===== src/rtl/lsu_mem_stage.sv =====
// Load/store memory stage: one word-wide data-memory transaction per accepted
// request, with byte-lane steering, load extension, misalignment and timeout.
//
// Handshake: mem_req_o rises on the edge that accepts start_i and stays high,
// with mem_addr_o/mem_we_o/mem_be_o/mem_wdata_o stable, until mem_ack_i is
// sampled high on a rising edge (transfer done, mem_rdata_i valid in that same
// cycle) or the timeout expires. mem_ack_i outside a request is ignored.
module lsu_mem_stage #(
    parameter int TIMEOUT_CYCLES = 256
) (
    input  logic        clk,
    input  logic        rst,
    input  logic        start_i,
    input  logic [5:0]  alucode_i,
    input  logic [31:0] addr_i,
    input  logic [31:0] store_data_i,
    output logic        busy_o,
    output logic        done_o,
    output logic        err_o,
    output logic [31:0] load_data_o,
    output logic        mem_req_o,
    output logic        mem_we_o,
    output logic [31:0] mem_addr_o,
    output logic [3:0]  mem_be_o,
    output logic [31:0] mem_wdata_o,
    input  logic        mem_ack_i,
    input  logic [31:0] mem_rdata_i,
    output logic [1:0]  state_o
);

    // Load/store alucodes as numbered in the core's define.vh.
    localparam logic [5:0] ALU_LB  = 6'd9;
    localparam logic [5:0] ALU_LH  = 6'd10;
    localparam logic [5:0] ALU_LW  = 6'd11;
    localparam logic [5:0] ALU_LBU = 6'd12;
    localparam logic [5:0] ALU_LHU = 6'd13;
    localparam logic [5:0] ALU_SB  = 6'd14;
    localparam logic [5:0] ALU_SH  = 6'd15;
    localparam logic [5:0] ALU_SW  = 6'd16;

    localparam int CW = (TIMEOUT_CYCLES > 2) ? $clog2(TIMEOUT_CYCLES) : 1;
    localparam logic [CW-1:0] CNT_LAST = CW'(TIMEOUT_CYCLES - 1);

    typedef enum logic [1:0] {
        S_IDLE = 2'd0,
        S_REQ  = 2'd1,
        S_FIN  = 2'd2
    } state_t;

    state_t      state_q, state_d;
    logic [CW-1:0] cnt_q, cnt_d;
    logic [5:0]  code_q, code_d;
    logic [1:0]  off_q, off_d;
    logic        busy_q, busy_d;
    logic        done_q, done_d;
    logic        err_q, err_d;
    logic [31:0] load_data_q, load_data_d;
    logic        mem_req_q, mem_req_d;
    logic        mem_we_q, mem_we_d;
    logic [31:0] mem_addr_q, mem_addr_d;
    logic [3:0]  mem_be_q, mem_be_d;
    logic [31:0] mem_wdata_q, mem_wdata_d;

    logic        is_ls;
    logic        is_store;
    logic        misaligned;
    logic [3:0]  be_new;
    logic [31:0] wdata_new;
    logic [7:0]  rbyte;
    logic [15:0] rhalf;
    logic [31:0] load_ext;

    // Decode the incoming request: access class, alignment, lanes and store data.
    always_comb begin
        is_ls      = (alucode_i >= ALU_LB) && (alucode_i <= ALU_SW);
        is_store   = (alucode_i >= ALU_SB) && (alucode_i <= ALU_SW);
        misaligned = 1'b0;
        be_new     = 4'b0000;
        wdata_new  = 32'h0;
        case (alucode_i)
            ALU_LH, ALU_LHU: misaligned = addr_i[0];
            ALU_LW:          misaligned = |addr_i[1:0];
            ALU_SB: begin
                be_new    = 4'b0001 << addr_i[1:0];
                wdata_new = {4{store_data_i[7:0]}};
            end
            ALU_SH: begin
                misaligned = addr_i[0];
                be_new     = addr_i[1] ? 4'b1100 : 4'b0011;
                wdata_new  = {2{store_data_i[15:0]}};
            end
            ALU_SW: begin
                misaligned = |addr_i[1:0];
                be_new     = 4'b1111;
                wdata_new  = store_data_i;
            end
            default: ;
        endcase
    end

    // Pick the addressed byte/half from the read word and extend it per latched code.
    always_comb begin
        rbyte    = mem_rdata_i[{off_q, 3'b000} +: 8];
        rhalf    = mem_rdata_i[{off_q[1], 4'b0000} +: 16];
        load_ext = 32'h0;
        case (code_q)
            ALU_LB:  load_ext = {{24{rbyte[7]}}, rbyte};
            ALU_LBU: load_ext = {24'h0, rbyte};
            ALU_LH:  load_ext = {{16{rhalf[15]}}, rhalf};
            ALU_LHU: load_ext = {16'h0, rhalf};
            ALU_LW:  load_ext = mem_rdata_i;
            default: load_ext = 32'h0;
        endcase
    end

    // Next-state and registered-output logic for the IDLE/REQ/FIN sequence.
    always_comb begin
        state_d     = state_q;
        cnt_d       = cnt_q;
        code_d      = code_q;
        off_d       = off_q;
        busy_d      = busy_q;
        done_d      = done_q;
        err_d       = err_q;
        load_data_d = load_data_q;
        mem_req_d   = mem_req_q;
        mem_we_d    = mem_we_q;
        mem_addr_d  = mem_addr_q;
        mem_be_d    = mem_be_q;
        mem_wdata_d = mem_wdata_q;
        case (state_q)
            S_IDLE: begin
                if (start_i && is_ls) begin
                    busy_d = 1'b1;
                    if (misaligned) begin
                        state_d     = S_FIN;
                        done_d      = 1'b1;
                        err_d       = 1'b1;
                        load_data_d = 32'h0;
                    end else begin
                        state_d     = S_REQ;
                        cnt_d       = '0;
                        code_d      = alucode_i;
                        off_d       = addr_i[1:0];
                        mem_req_d   = 1'b1;
                        mem_we_d    = is_store;
                        mem_addr_d  = {addr_i[31:2], 2'b00};
                        mem_be_d    = be_new;
                        mem_wdata_d = wdata_new;
                    end
                end
            end
            S_REQ: begin
                if (mem_ack_i) begin
                    state_d     = S_FIN;
                    mem_req_d   = 1'b0;
                    mem_we_d    = 1'b0;
                    done_d      = 1'b1;
                    err_d       = 1'b0;
                    load_data_d = load_ext;
                end else if (cnt_q == CNT_LAST) begin
                    state_d     = S_FIN;
                    mem_req_d   = 1'b0;
                    mem_we_d    = 1'b0;
                    done_d      = 1'b1;
                    err_d       = 1'b1;
                    load_data_d = 32'h0;
                end else begin
                    cnt_d = cnt_q + CW'(1);
                end
            end
            S_FIN: begin
                state_d     = S_IDLE;
                busy_d      = 1'b0;
                done_d      = 1'b0;
                err_d       = 1'b0;
                load_data_d = 32'h0;
                cnt_d       = '0;
            end
            default: begin
                state_d = S_IDLE;
                busy_d  = 1'b0;
            end
        endcase
    end

    // State and output registers with synchronous reset.
    always_ff @(posedge clk) begin
        if (rst) begin
            state_q     <= S_IDLE;
            cnt_q       <= '0;
            code_q      <= 6'h0;
            off_q       <= 2'b00;
            busy_q      <= 1'b0;
            done_q      <= 1'b0;
            err_q       <= 1'b0;
            load_data_q <= 32'h0;
            mem_req_q   <= 1'b0;
            mem_we_q    <= 1'b0;
            mem_addr_q  <= 32'h0;
            mem_be_q    <= 4'b0000;
            mem_wdata_q <= 32'h0;
        end else begin
            state_q     <= state_d;
            cnt_q       <= cnt_d;
            code_q      <= code_d;
            off_q       <= off_d;
            busy_q      <= busy_d;
            done_q      <= done_d;
            err_q       <= err_d;
            load_data_q <= load_data_d;
            mem_req_q   <= mem_req_d;
            mem_we_q    <= mem_we_d;
            mem_addr_q  <= mem_addr_d;
            mem_be_q    <= mem_be_d;
            mem_wdata_q <= mem_wdata_d;
        end
    end

    assign busy_o      = busy_q;
    assign done_o      = done_q;
    assign err_o       = err_q;
    assign load_data_o = load_data_q;
    assign mem_req_o   = mem_req_q;
    assign mem_we_o    = mem_we_q;
    assign mem_addr_o  = mem_addr_q;
    assign mem_be_o    = mem_be_q;
    assign mem_wdata_o = mem_wdata_q;
    assign state_o     = state_q;

endmodule

===== config.mk =====
export PLATFORM = sky130hd
export DESIGN_NAME = lsu_mem_stage
export DESIGN_NICKNAME = d
export VERILOG_FILES = /design/src/rtl/lsu_mem_stage.sv
export SDC_FILE = /design/constraint.sdc
export NUM_CORES = 1
export LEC_CHECK = 0
export ABC_AREA = 1
export CAP_MARGIN = 20
export CELL_PAD_IN_SITES_DETAIL_PLACEMENT = 0
export CELL_PAD_IN_SITES_GLOBAL_PLACEMENT = 1
export CORE_MARGIN = 2
export CORE_UTILIZATION = 26
export DETAILED_ROUTE_END_ITERATION = 8
export HOLD_SLACK_MARGIN = 0.12
export MAX_ROUTING_LAYER = met4
export PLACE_DENSITY = 0.74
export SETUP_SLACK_MARGIN = 0.4
export SLEW_MARGIN = 20
export SYNTH_ARGS = -nofsm -noshare
export SYNTH_HDL_FRONTEND = slang
export SYNTH_SLANG_ARGS = --single-unit

===== constraint.sdc =====
create_clock -name clk -period 2.1 [get_ports clk]
set_clock_uncertainty 0.15 [all_clocks]
set_input_delay 0.63 -clock clk [delete_from_list [all_inputs] [get_ports clk]]
set_output_delay 0.63 -clock clk [all_outputs]
set_load 0.01 [all_outputs]

==> impl_metrics.csv <==
group,metric,value,unit
placed_design,dp_slack,-609,ps
final_layout,final_common_cell,"nand2_1",
floorplanning,start_util,26.6,%
timing,finalCritPeriodShare,96.5,%
power,p_leak,4.91,nW
floorplanning,die_w,156,µm
clock_tree,cts_buffers,17,
route,drt-total-wl,25.8,mm
setup_path,crit_type,"in2reg",
clock_tree,root_buffer,"clkbuf_16",
final_layout,area_growth,80.9,%
final_layout,postLayoutCellArea,0.0109,mm²
global_routing,grt_usage,21.0,%
yosys,synth_area_leaders,"dfxtp_1 40%, nand2_1 17%, o21ai_0 7.1%",
timing,timing.final.crit_period,2030,ps
route,wl_per_cell,16.8,µm
global_routing,grt_pass1_vias,7178,
final_layout,layout_common_cells,"232 x nand2_1, 101 x buf_4, 92 x dfxtp_1, 92 x clkdlybuf4s50_1, 84 x dlygate4sd2_1",
final_layout,nNetsFinal,1341,
route,routed_via_density,4.79,
setup_path,crit_path_start_kind,"input pin",
setup_path,crit_arrival,2180,ps
route,drtAntennaViolNets,0,
timing,final-max-slew-violation-count,0,
yosys,syn_area,0.00603,mm²
yosys,synth_top_area_share,40.2,%
setup_path,cp_top_family,"buffers and inverters",
global_routing,grt_pass1_wl,38.6,mm
timing,grt_setup_unrepaired,"true",
floorplanning,die_h,156,µm
floorplanning,rows,55,
global_routing,grt_remaining_overflow,0,
floorplanning,die_area,0.0244,mm²
flow_run,cap_violations,0,
yosys,synth_seq_cells,121,
global_routing,grt_max_degree,73,
timing,hold_violations,0,
yosys,seq_area_frac_synth,40.2,%
setup_path,worst_path_largest_cell_delay,190,ps
placed_design,gp_congestion,0.880,
clock_tree,clock_sinks,121,
timing,setup_violations,0,
power,power_density,591,mW/mm²
route,vias,7355,
clock_tree,cts_tree,"yes",
yosys,synthCells,915,
setup_path,cp_slowest_cell,"nor2_4",
clock_tree,cts.reportedPaths.clkPinSlew,60,ps
power,total_power,6.45,mW
setup_path,worst_setup_path_end_kind,"flop",
setup_path,required,2250,ps
clock_tree,clk_latency,430,ps
global_routing,antenna_found_initial,3,
setup_path,path_common_cell,"buf_6",
power,ir_worst_vdd,0.000483,V
clock_tree,cts_buffer_depth,2,
setup_path,worstPathCellList,"buf_6, buf_6, nor2_4, inv_2, nand2_4, nand4_1, nor2_4, buf_12, buf_12, clkinvlp_4, buf_6, nand2_2, a21oi_1",
yosys,syn_area_per_cell,6.59,µm²
final_layout,fin_util,48.0,%
route,drtIter0Drc,339,
status,status,"complete, no violations",
timing,setup_ws,73.7,ps
yosys,yosys_warnings,0,
clock_tree,hold_buffers,0,
yosys,synth_top_cell_by_area,"dfxtp_1",
clock_tree,h-tree-depth,4,
final_layout,drive_gt1_share,29.6,%
floorplanning,coreArea,0.0227,mm²
route,drt_first_pass_iters,5,
timing,fmax,494,MHz
placed_design,dpl_cell_area,0.00898,mm²
placed_design,portBuffers,210,
yosys,synth.distinct_cells,32,
setup_path,worstPathMaxFanout,7,
setup_path,path_buf_inv,7,
final_layout,fill_cells,2249,
floorplanning,io_pins,213,
worst_hold_path,hold_path_class,"reg2reg",
placed_design,hpwl,16.4,mm
timing,holdWs,309,ps
route,route.detailed.drc,0,
-- power breakdown --
group	total [mW]	leakage [nW]	switching, mW	internal (mW)
clock network	3.02	0.289	1.32	1.70
logic	1.03	3.62	0.492	0.538
registers	2.40	0.994	0.0448	2.35
-- cell type report --
| class | count | area (µm²) | area share (%) |
|---|---|---|---|
| timing repair inverter | 1 | 7.51 | 0.0688 |
| clock buffer | 17 | 425 | 3.90 |
| antenna | 3 | 7.51 | 0.0688 |
| timing repair buffer | 351 | 3650 | 33.4 |
| clock inverter | 15 | 175 | 1.61 |
| inverter | 67 | 275 | 2.52 |
| tap | 285 | 357 | 3.27 |
| multi-input combinational | 675 | 3550 | 32.5 |
| sequential | 121 | 2470 | 22.6 |
-- registers in the layout (all words and copies together) (netlist names) --
name and count:
mem_be_o 4, mem_addr_o 30, load_data_o 32, err_o 1, done_o 1, mem_wdata_o 32
cnt_q 8, state_o 2, code_q 6, off_q 2, mem_req_o 1, busy_o 1
mem_we_o 1
-- kinds of logic after synthesis --
group | Yosys count | synth area share (%)
AOI/OAI and AO/OA | 192 | 17.2
xor gates and xnor gates | 4 | 0.581
and+or+nand+nor | 476 | 33.3
DFF | 121 | 40.2
adders and majority gates | 1 | 0.207
other | 1 | 0.0622
buffers and inverters | 120 | 8.46
-- synth_stat cells --
master,instances
buf_6,3
a21oi_1,79
inv_1,62
xor2_1,3
buf_4,5
o21ai_0,86
nand2_1,267
o211ai_1,22
clkinv_1,1
clkbuf_1,29
xnor2_1,1
nand3_1,78
nand4_1,19
a211oi_1,2
nor2_1,98
nand4_2,1
or2_2,1
a21boi_4,1
buf_1,1
conb_1,1
nor2_4,1
nor2_2,2
nand2_2,2
dfxtp_1,121
buf_2,15
nand2_4,1
o21bai_1,2
inv_2,4
nor3_1,2
ha_1,1
nand3_2,2
nor3_4,2
-- through the flow --
step                      setup TNS [ps]  instances
after floorplan                        0        916
after global placement            -61760       1435
after detailed placement          -63510       1435
after CTS                              0       1507
after global routing               -10.3       1535
final                                  0       1535
-- what timing repair did --
action,in CTS,in global routing
setup buffers,25,19
pin swaps,31,29
endpoints found under the setup margin,226,225
gates cloned,15,6
resized for setup,352,145
-- routing by layer --
metal / GRT usage [%] / share of wire [%] / vias to the layer above
met4: 5.99 / 2.2 / 0
met3: 6.81 / 8.0 / 35
li1: - / - / 3667
met2: 34.2 / 47 / 267
met1: 24.9 / 43 / 3386
met5: - / 0 / -
-- final timing paths --
check / depth (start not counted) / slack, ps / end / startpoint
hold reg to reg: 2 / 310 / mem_be_o[0] / mem_be_o[0]
hold / removal: 2 / 310 / mem_be_o[0] / mem_be_o[0]
setup reg to reg: 10 / 250 / load_data_o[30] / code_q[4]
setup / recovery: 13 / 70 / mem_wdata_o[13] / alucode_i[4]
-- worst min-delay path, stage by stage, from the launching register on --
cell and delay [ps]:
dfxtp_1 310, nand2_1 60, a21oi_1 50
Power figures use the tool's default switching activity.
